$ cat config.mk
export PLATFORM = sky130hd
export DESIGN_NAME = reply_encoder
export DESIGN_NICKNAME = d
export VERILOG_FILES = /design/src/rtl/reply_encoder.sv
export SDC_FILE = /design/constraint.sdc
export NUM_CORES = 1
export LEC_CHECK = 0
export CORE_MARGIN = 2
export CORE_UTILIZATION = 25
export DETAILED_ROUTE_END_ITERATION = 8
export GPL_TIMING_DRIVEN = 0
export PLACE_DENSITY = 0.55
export SLEW_MARGIN = 25
export SYNTH_ARGS = -nofsm -noshare
export SYNTH_HDL_FRONTEND = slang
export SYNTH_SLANG_ARGS = --single-unit
$ cat constraint.sdc
create_clock -name clk_i -period 5.3 [get_ports clk_i]
set_clock_uncertainty 0.1 [all_clocks]
set_input_delay 1.06 -clock clk_i [delete_from_list [all_inputs] [get_ports clk_i]]
set_output_delay 1.06 -clock clk_i [all_outputs]
set_load 0.005 [all_outputs]
$ cat src/rtl/reply_encoder.sv
// Reply frame encoder: snapshots a decoded command and its register values, then
// streams header, cmd echo and payload bytes to a UART transmitter one byte at a time.
// Optional trailing XOR checksum byte when REPLY_CHECKSUM_EN is defined.
module reply_encoder #(
    parameter int         DATA_BIT   = 32,
    parameter logic [7:0] ACK_HDR    = 8'h55,
    parameter logic [7:0] NAK_HDR    = 8'hEE,
    parameter logic [7:0] CMD_DATA   = 8'h01,
    parameter logic [7:0] CMD_FREQ   = 8'h02,
    parameter logic [7:0] CMD_PERIOD = 8'h03,
    parameter logic [7:0] CMD_CTRL   = 8'h04,
    parameter logic [7:0] CMD_REPEAT = 8'h05
) (
    input  logic                clk_i,
    input  logic                rst_n,
    input  logic [7:0]          cmd_i,
    input  logic                done_tick_i,
    input  logic [7:0]          sel_out_i,
    input  logic [1:0]          mode_i,
    input  logic                enable_i,
    input  logic [7:0]          repeat_i,
    input  logic [7:0]          slow_period_i,
    input  logic [7:0]          fast_period_i,
    input  logic [DATA_BIT-1:0] output_pattern_i,
    input  logic [DATA_BIT-1:0] freq_pattern_i,
    output logic                tx_start_o,
    output logic [7:0]          tx_data_o,
    input  logic                tx_done_tick_i,
    output logic                busy_o,
    output logic                frame_done_tick_o,
    output logic                drop_tick_o
);

    typedef enum logic [1:0] {IDLE, SEND, WAIT, DONE} state_t;

    typedef struct packed {
        logic [7:0]          cmd;
        logic [7:0]          sel;
        logic [1:0]          mode;
        logic                enable;
        logic [7:0]          rpt;
        logic [7:0]          slow;
        logic [7:0]          fast;
        logic [DATA_BIT-1:0] pattern;
        logic [DATA_BIT-1:0] freq;
    } snap_t;

    state_t          state_q, state_d;
    snap_t           snap_q;
    logic [3:0]      idx_q;
    logic            drop_q;

    logic [7:0]      hdr;
    logic [4:0][7:0] pl;
    logic [3:0]      pl_len;
    logic [3:0]      frame_len;
    logic [3:0]      last_idx;
    logic [7:0]      cur_byte;

    logic            capture;
    logic            advance;

    assign capture = (state_q == IDLE) && done_tick_i;
    assign advance = (state_q == WAIT) && tx_done_tick_i;

    // Payload bytes and length are derived from the snapshot, so they cannot move mid-frame.
    always_comb begin
        hdr    = ACK_HDR;
        pl     = '0;
        pl_len = 4'd0;
        case (snap_q.cmd)
            CMD_DATA: begin
                pl     = {snap_q.pattern[31:24], snap_q.pattern[23:16],
                          snap_q.pattern[15:8],  snap_q.pattern[7:0], snap_q.sel};
                pl_len = 4'd5;
            end
            CMD_FREQ: begin
                pl     = {8'h00, snap_q.freq[31:24], snap_q.freq[23:16],
                          snap_q.freq[15:8], snap_q.freq[7:0]};
                pl_len = 4'd4;
            end
            CMD_PERIOD: begin
                pl     = {24'h0, snap_q.fast, snap_q.slow};
                pl_len = 4'd2;
            end
            CMD_CTRL: begin
                pl     = {24'h0, 5'h0, snap_q.mode, snap_q.enable, snap_q.sel};
                pl_len = 4'd2;
            end
            CMD_REPEAT: begin
                pl     = {24'h0, snap_q.rpt, snap_q.sel};
                pl_len = 4'd2;
            end
            default: hdr = NAK_HDR;
        endcase
    end

`ifdef REPLY_CHECKSUM_EN
    logic [7:0] csum_q;

    assign frame_len = 4'd3 + pl_len;

    always_ff @(posedge clk_i or posedge rst_n) begin
        if (rst_n)
            csum_q <= 8'h00;
        else if (capture)
            csum_q <= 8'h00;
        else if (advance)
            csum_q <= csum_q ^ cur_byte;
    end
`else
    assign frame_len = 4'd2 + pl_len;
`endif

    assign last_idx = frame_len - 4'd1;

    always_comb begin
        case (idx_q)
            4'd0:    cur_byte = hdr;
            4'd1:    cur_byte = snap_q.cmd;
            4'd2:    cur_byte = pl[0];
            4'd3:    cur_byte = pl[1];
            4'd4:    cur_byte = pl[2];
            4'd5:    cur_byte = pl[3];
            4'd6:    cur_byte = pl[4];
            default: cur_byte = 8'h00;
        endcase
`ifdef REPLY_CHECKSUM_EN
        if (idx_q == last_idx)
            cur_byte = csum_q;
`endif
    end

    always_ff @(posedge clk_i or posedge rst_n) begin
        if (rst_n)
            state_q <= IDLE;
        else
            state_q <= state_d;
    end

    always_comb begin
        state_d = state_q;
        case (state_q)
            IDLE:    if (done_tick_i) state_d = SEND;
            SEND:    state_d = WAIT;
            WAIT:    if (tx_done_tick_i) state_d = (idx_q == last_idx) ? DONE : SEND;
            DONE:    state_d = IDLE;
            default: state_d = IDLE;
        endcase
    end

    always_comb begin
        tx_start_o        = (state_q == SEND);
        busy_o            = (state_q != IDLE);
        frame_done_tick_o = (state_q == DONE);
        tx_data_o         = (state_q == SEND || state_q == WAIT) ? cur_byte : 8'h00;
        drop_tick_o       = drop_q;
    end

    // Snapshot, byte index and drop strobe.
    always_ff @(posedge clk_i or posedge rst_n) begin
        if (rst_n) begin
            snap_q <= '0;
            idx_q  <= 4'd0;
            drop_q <= 1'b0;
        end else begin
            drop_q <= done_tick_i && (state_q != IDLE);
            if (capture) begin
                snap_q.cmd     <= cmd_i;
                snap_q.sel     <= sel_out_i;
                snap_q.mode    <= mode_i;
                snap_q.enable  <= enable_i;
                snap_q.rpt     <= repeat_i;
                snap_q.slow    <= slow_period_i;
                snap_q.fast    <= fast_period_i;
                snap_q.pattern <= output_pattern_i;
                snap_q.freq    <= freq_pattern_i;
                idx_q          <= 4'd0;
            end else if (advance && idx_q != last_idx) begin
                idx_q <= idx_q + 4'd1;
            end
        end
    end

endmodule

Yosys cells after proc, flatten, opt, wreduce, memory -nomap -nowiden --
Cells that the tools add are included. Widths: inputs -> output; s select.
Storage, ports and cells: register bits after elaboration 114, output and inout port bits 12, input bits 111, word-level logic and storage cells 56
Cells by class: add/subtract/negate cells 3, muxes and demuxes 11, reductions and logical operators 12, equality and inequality tests 18
Operators by type and width (number):
- $pmux 40 s5 | 1
- $pmux 8 s7 | 1
- $eq 8x2->1 const B | 2
- $eq 8x3->1 const B | 2
- $mux 8 | 2
- $eq 4x3->1 const B | 3
- $pmux 3 s3 | 1
- $eq 4x2->1 const B | 2
- $eq 8x1->1 const B | 1
- $mux 4 | 2
- $pmux 2 s4 | 1
- $mux 2 | 3
- $reduce_or 5->1 | 1
- $add 2x4->4 const A | 1
- $add 4x1->4 const B | 1
- $eq 2x2->1 const B | 2
- $eq 4x1->1 const B | 1
- $eq 4x4->1 | 1
- $logic_and 1x1->1 | 4
- $logic_not 4->1 | 1
- $ne 2x2->1 const B | 2
- $ne 4x4->1 | 1
- $reduce_bool 2->1 | 2
- $sub 4x1->4 const B | 1
- 5 further kinds | 5

Logic depth before layout (Yosys ltp) --
Gate-level depths: netlist (run 1).
word-level depth 9, mapped depth 13, depth with buffers taken out 10

Worst setup path before layout (run 1) --
OpenSTA, ideal clock, no wires.
path type register to output, start point register snap_q[101] (netlist name), end point output port tx_data_o[3], arrival 1.856 ns, slack 2.284 ns, stages on the path, launching flop included 11, path through dfrtp_1 > buf_6 > or3_4 > buf_6 > nor2b_1 > clkbuf_2 > buf_4 > a22oi_1 > o22ai_1 > nor2_1 > a31oi_1
On the way: cells in the longest elaborated chain, start to end 5, elaborated cells on any way between the ends 10, classes of those cells 5 x eq/ne; 4 x mux; 1 x reduce/logical
Ends and longest elaborated chain:
- start, declared | line 49 | snap_t snap_q;
- $eq 8x3->1 (tied with other cells) | line 71 | case (snap_q.cmd)
- $reduce_or 5->1 (no line)
- $mux 8 | line 71
- $pmux 8 s7 (*) | line 118 | case (idx_q)
- $mux 8 (*) | line 156 | tx_data_o = (state_q == SEND || state_q == WAIT) ? cur_byte : 8'h00;
- end, declared | line 27 | output logic [7:0] tx_data_o,
Every way passes the cells marked *; elsewhere a longest branch is shown, timed or not.

Final worst setup path (run 1) --
start point register idx_q[0], end point output port tx_data_o[4]
On the way: cells in the longest elaborated chain, start to end 3, elaborated cells on any way between the ends 9, classes of those cells 6 x eq/ne; 2 x mux; 1 x reduce/logical
Ends and longest elaborated chain:
- start, declared | line 50 | logic [3:0] idx_q;
- start signal, assigned | line 180 | idx_q <= idx_q + 4'd1;
- $eq 4x3->1 (tied with other cells) | line 118
- $pmux 8 s7 (*) | line 118
- $mux 8 (*) | line 156
Marks and branches as above.

==> flow_summary.toml, run 1 <==
[clocking]
clk_latency_ns = 0.42
h-tree-depth = 4
clk_path_buf_depth = 2
cts_setup_buffers = 0
cts_tree = "yes"
cts_resized = 0
hold_buffers = 0
cts_buffers = 17
clk_pin_slew_worst_paths_ns = 0.05
cts_sinks = 114
cts_root_buffer = "clkbuf_16"

[placement]
portBuffers = 122
place_congestion = 0.918
dpl.hpwl_um = 13900
pre_cts_slack_ns = 1.03

[power]
p_sw_mw = 1.62
seqPwrFrac = 0.333
clockPowerShare = 0.270
p_leak_nw = 3.18
power-per-cell-area_nw_per_um2 = 599
intPower_mw = 3.17
peakVddDrop_mv = 0.197
p_sw_frac = 0.339
pwr-share-comb = 0.397

[cells_and_area]
layout_commonest_cell = "clkdlybuf4s50_1"
fillCellCount = 2180
antenna_cells = 0
finalNetCount = 734
layout.cells.most_common_list = "clkdlybuf4s50_1, dfrtp_1, mux2_2"
final_util = 0.355
seqCellArea_um2 = 2850
area_delta_synth_final_pct = 40.1
drive_above_1_share = 0.262
multi_input_area_um2 = 2680

[setup_path]
crit_path_start = "idx_q[0]"
rr_startpoint = "snap_q[99]"
reg2reg_setup_slack_ns = 1.68
setup.worst_path.start_class = "flop"
cp_slowest_cell = "clkdlybuf4s50_1"
crit_chain = "inv_1, ha_1, nor3b_1, and3_1, nor3b_2, a2111oi_0, a21o_1, a21oi_1, clkdlybuf4s50_1"
cpPeakStageDelay_ns = 0.54
crit_arrival_ns = 3.52
crit_type = "flop to output pin"
worst_setup_path_end_kind = "output pin"
crit_required_ns = 4.14
cp_max_fo = 7

[sta]
finalSetupViolCount = 0
period_minus_slack_ns = 4.68
final_hold_viol_count = 0
rsz0062_at_grt = "no"
maxSlewHeadroom = 0.387
fmax_ghz = 0.214
layout_setup_ws_ns = 0.624
fin_crit_sh = 0.882
slew_viol_final = 0
worstMarginPinSlew_ns = 0.912

[logic_synthesis]
synth-main-ff-cell = "dfrtp_1"
synth_mux_area_frac = 0.247
async_reset_ff_frac = 1.00
synth.avg_cell_area_um2 = 12.1
synth-edff-count = 0
synth_top_family_by_area = "multiplexers"
synth_xor_area_frac = 0.00307
syn_nets = 591
yosysUniqueCellTypes = 55
synth_compound_area_frac = 0.111
ys_seq_area_frac = 0.500
synth-seq-cells = 114
synthSimpleGateAreaFrac = 0.0849
synthAdderAreaFrac = 0.0219
synthesis.yosys.warnings = 0
syn-instance-count = 470
syn_area_um2 = 5700

[grt]
grt_pass1_wl_um = 27800
grt_overflow_total = 0
grt_pass1_vias = 4778
grt_max_degree = 65
grtUsageTotal = 0.156
antenna_found_initial = 0

[job]
max_cap_violations = 0

[floorplanning]
dieArea_um2 = 24000
initial_core_util = 0.253
die_h_um = 155
ios = 123
core_area_um2 = 22500
die_x_um = 155
rows = 55

[detailed_routing]
routed_wl_um = 18200
via_per_inst = 4.76
vias = 4336
dr_wl_met3_um = 764
drt_iter0_markers = 282
routedWlPerCell_um = 20.0
dr.pass1.iters = 5
highest_layer = "met4"
drc = 0
met2_length_um = 8750
ant_nets = 0
met1_length_um = 8470

[run_status]
status = "complete, no violations"

[hold_path]
min_path_type = "flop to flop"
worstHoldStart = "snap_q[73]"
## flip-flops by register name (all words and copies together), names as in the netlist
name and flops:
snap_q 107, drop_tick_o 1, idx_q 4, state_q 2
## power by group through the flow
stage                     clock, mW  sequential [mW]  combinational [mW]
after floorplan                   0             1.50                1.24
after global placement            0             1.58                1.85
after detailed placement          0             1.61                1.90
after CTS                      1.32             1.59                1.91
after global routing           1.37             1.65                2.05
final                          1.30             1.59                1.90
## critical path, delay by kind of cell, from the launching register on
family                   cells  cell delay, ns
AO/OA/AOI/OAI                3            0.68
adder cells (fa/ha/maj)      1            0.23
buffers and inverters        2            0.69
flip-flops                   1            0.46
AND/OR/NAND/NOR              3            1.04
## layout make-up
cell class,count,share of cell area
Inverter,9,0.00485
Clock inverter,8,0.0215
Sequential cell,114,0.357
Tap cell,285,0.0446
Multi-Input combinational cell,317,0.335
Timing Repair Buffer,124,0.157
Clock buffer,24,0.0615
Buffer,30,0.0180
## synth_stat cells, types with 3 or more instances
master,number,area share
mux2i_1,17,0.030
a221oi_1,3,0.0046
o21ai_0,14,0.012
clkbuf_1,18,0.012
or3_1,4,0.0044
nand4_1,4,0.0044
o22ai_1,8,0.0088
mux2_2,110,0.22
nor3_1,4,0.0035
dfrtp_1,114,0.50
nand3_1,4,0.0035
ha_1,10,0.022
nand3b_1,7,0.0092
a22oi_1,16,0.021
nor2_1,22,0.014
inv_1,9,0.0059
a22o_1,5,0.0077
a31oi_1,6,0.0066
a21oi_1,16,0.014
nand2_1,17,0.011
nand2b_1,4,0.0044
a32oi_1,3,0.0046
nor2b_1,9,0.0099
buf_2,6,0.0053
## final timing paths
path / end / cells after the start
worst max register to register: idx_q[3] / 11
max in group asynchronous: state_q[1] / 3
worst min-delay path: snap_q[73] / 1
worst max-delay path: tx_data_o[4] / 9
min in group asynchronous: snap_q[38] / 2
worst min register to register: snap_q[73] / 1
## logic make-up after synthesis
logic type / count (synthesis)
mux: 127
simple gates: 88
flops: 114
compound gates: 90
xor+xnor: 2
fa+ha+maj: 10
buf+inv: 39
## routing by layer
layer  up-vias  GRT usage
met5         -          0
met4         0     0.0392
met3        17     0.0409
met2       128      0.256
met1      2167      0.204
li1       2024          -
## stage by stage
step / instance area [um^2] / hold WS [ns] / power (mW) / setup TNS, ns / cells
floorplan: 5700 / 0.374 / 2.74 / 0 / 470
global placement: 7280 / 0.387 / 3.43 / -61.50 / 877
detailed placement: 7330 / 0.393 / 3.51 / 0 / 879
CTS: 7990 / 0.408 / 4.83 / 0 / 911
global route: 7990 / 0.420 / 5.06 / 0 / 911
finish: 7990 / 0.406 / 4.79 / 0 / 911
Note: power is estimated with default switching activity, not from simulation.
==> run 2, diff against run 1 <==
CAP_MARGIN = 20   (was not set)
PLACE_DENSITY = 0.46   (was 0.55)
==> run 2 against run 1 <==
  * Via count is 1.4% lower
  * Wire length is 1.3% lower
  * Clock power is 11% lower
  * First-iteration DRC count is 20% lower
==> flow_summary.toml, run 2 (synthesis gave the netlist of run 1 again) <==
[clocking]
clk_latency_ns = 0.42
cts_root_buffer = "clkbuf_16"
cts_tree = "yes"
hold_buffers = 0
h-tree-depth = 4
clk_pin_slew_worst_paths_ns = 0.05
cts_sinks = 114
cts_setup_buffers = 0
clk_path_buf_depth = 2
cts_resized = 0
cts_buffers = 17

[hold_path]
whs_path_depth = 1
worstHoldStart = "snap_q[0]"
min_path_type = "flop to flop"
holdPathEnd = "snap_q[0]"

[setup_path]
crit_arrival_ns = 3.50
setup.worst_path.start_class = "flop"
reg2reg_setup_slack_ns = 1.76
crit_type = "flop to output pin"
timing.rr.end = "idx_q[3]"
rr_startpoint = "snap_q[99]"
cpPeakStageDelay_ns = 0.55
crit_required_ns = 4.14
crit_chain = "inv_1, ha_1, nor3b_1, and3_1, nor3b_2, a2111oi_0, a21o_1, a21oi_1, clkdlybuf4s50_1"
cp_slowest_cell = "clkdlybuf4s50_1"
cp_max_fo = 7
worst_setup_path_end_kind = "output pin"
critPathBufInv = 2
cp_top_family = "simple AND/OR/NAND/NOR gates"
reg2reg_depth = 11

[floorplanning]
initial_core_util = 0.253
dieArea_um2 = 24000
core_area_um2 = 22500
die_x_um = 155
ios = 123
rows = 55
die_h_um = 155

[cells_and_area]
final_util = 0.352
largest-register = "snap_q"
antenna_cells = 0
finalNetCount = 734
reg.largest.list = "snap_q (107), idx_q (4), state_q (2)"
fillCellCount = 2218
area_delta_synth_final_pct = 38.9
layout_commonest_cell = "clkdlybuf4s50_1"
layout.cells.most_common_list = "clkdlybuf4s50_1, dfrtp_1, mux2_2"
largest_reg_flops = 107
fin_area_um2 = 7920
drive_above_1_share = 0.261

[detailed_routing]
dr_wl_met3_um = 892
met1_length_um = 8200
dr.pass1.iters = 5
vias = 4277
drc = 0
via_per_inst = 4.71
drt_iter0_markers = 226
highest_layer = "met4"
routed_wl_um = 18000
routedWlPerCell_um = 19.8
ant_nets = 0
met2_length_um = 8550

[job]
max_cap_violations = 0

[sta]
fin_crit_sh = 0.879
period_minus_slack_ns = 4.66
fin_setup_tns_ns = 0
fmax_ghz = 0.215
worstMarginPinSlew_ns = 0.891
finalSetupViolCount = 0
hold-worst-slack_ns = 0.401
final_hold_viol_count = 0
maxSlewHeadroom = 0.401
rsz0062_at_grt = "no"
layout_setup_ws_ns = 0.640
slew_viol_final = 0

[grt]
grt_pass1_wl_um = 27800
grtUsageTotal = 0.156
grt_max_degree = 60
grt_overflow_total = 0
grt_pass1_vias = 4657
antenna_found_initial = 0

[placement]
portBuffers = 122
dpl.hpwl_um = 13800
dpl_cell_area_um2 = 7320
place_congestion = 0.878
pre_cts_slack_ns = 1.10

[run_status]
status = "complete, no violations"

[power]
peakVddDrop_mv = 0.186
power-per-cell-area_nw_per_um2 = 583
p_leak_nw = 3.14
## run 2: stage by stage
stage,total power [mW],instances
5_1_grt,4.92,909
3_3_place_gp,3.44,877
4_1_cts,4.68,909
3_5_place_dp,3.50,879
6_report,4.61,909
2_1_floorplan,2.74,470
## run 2: report_power, final
group | internal, mW | switching [mW] | leakage, nW
combinational | 0.963 | 0.912 | 1.50
clock | 0.757 | 0.402 | 0.285
sequential | 1.31 | 0.267 | 1.35
total | 3.03 | 1.58 | 3.14
## run 2: metal layers
metal	up-vias	track usage
met5	-	0
met4	0	0.0520
met3	22	0.0373
met2	135	0.251
met1	2095	0.206
li1	2025	-
## run 2: worst max-delay path by stage
stage | from | endpoint | slack (ns) | cells after the start
finish | idx_q[0] | tx_data_o[4] | 0.64 | 9
global route | snap_q[99] | tx_data_o[1] | 0.50 | 7
CTS | idx_q[0] | tx_data_o[4] | 0.63 | 9
detailed placement | idx_q[0] | tx_data_o[4] | 1.10 | 9
global placement | rst_n | snap_q[5] | -0.70 | 2
floorplan | rst_n | drop_tick_o | 1.12 | 1
## run 2: final cells by class
type                            instances  area (um^2)  area share
Clock inverter                          9          133      0.0168
Timing Repair Buffer                  124         1250       0.158
Buffer                                 30          144      0.0182
Tap cell                              285          357      0.0450
Clock buffer                           21          460      0.0582
Sequential cell                       114         2850       0.360
Multi-Input combinational cell        317         2680       0.338
Inverter                                9         38.8     0.00490
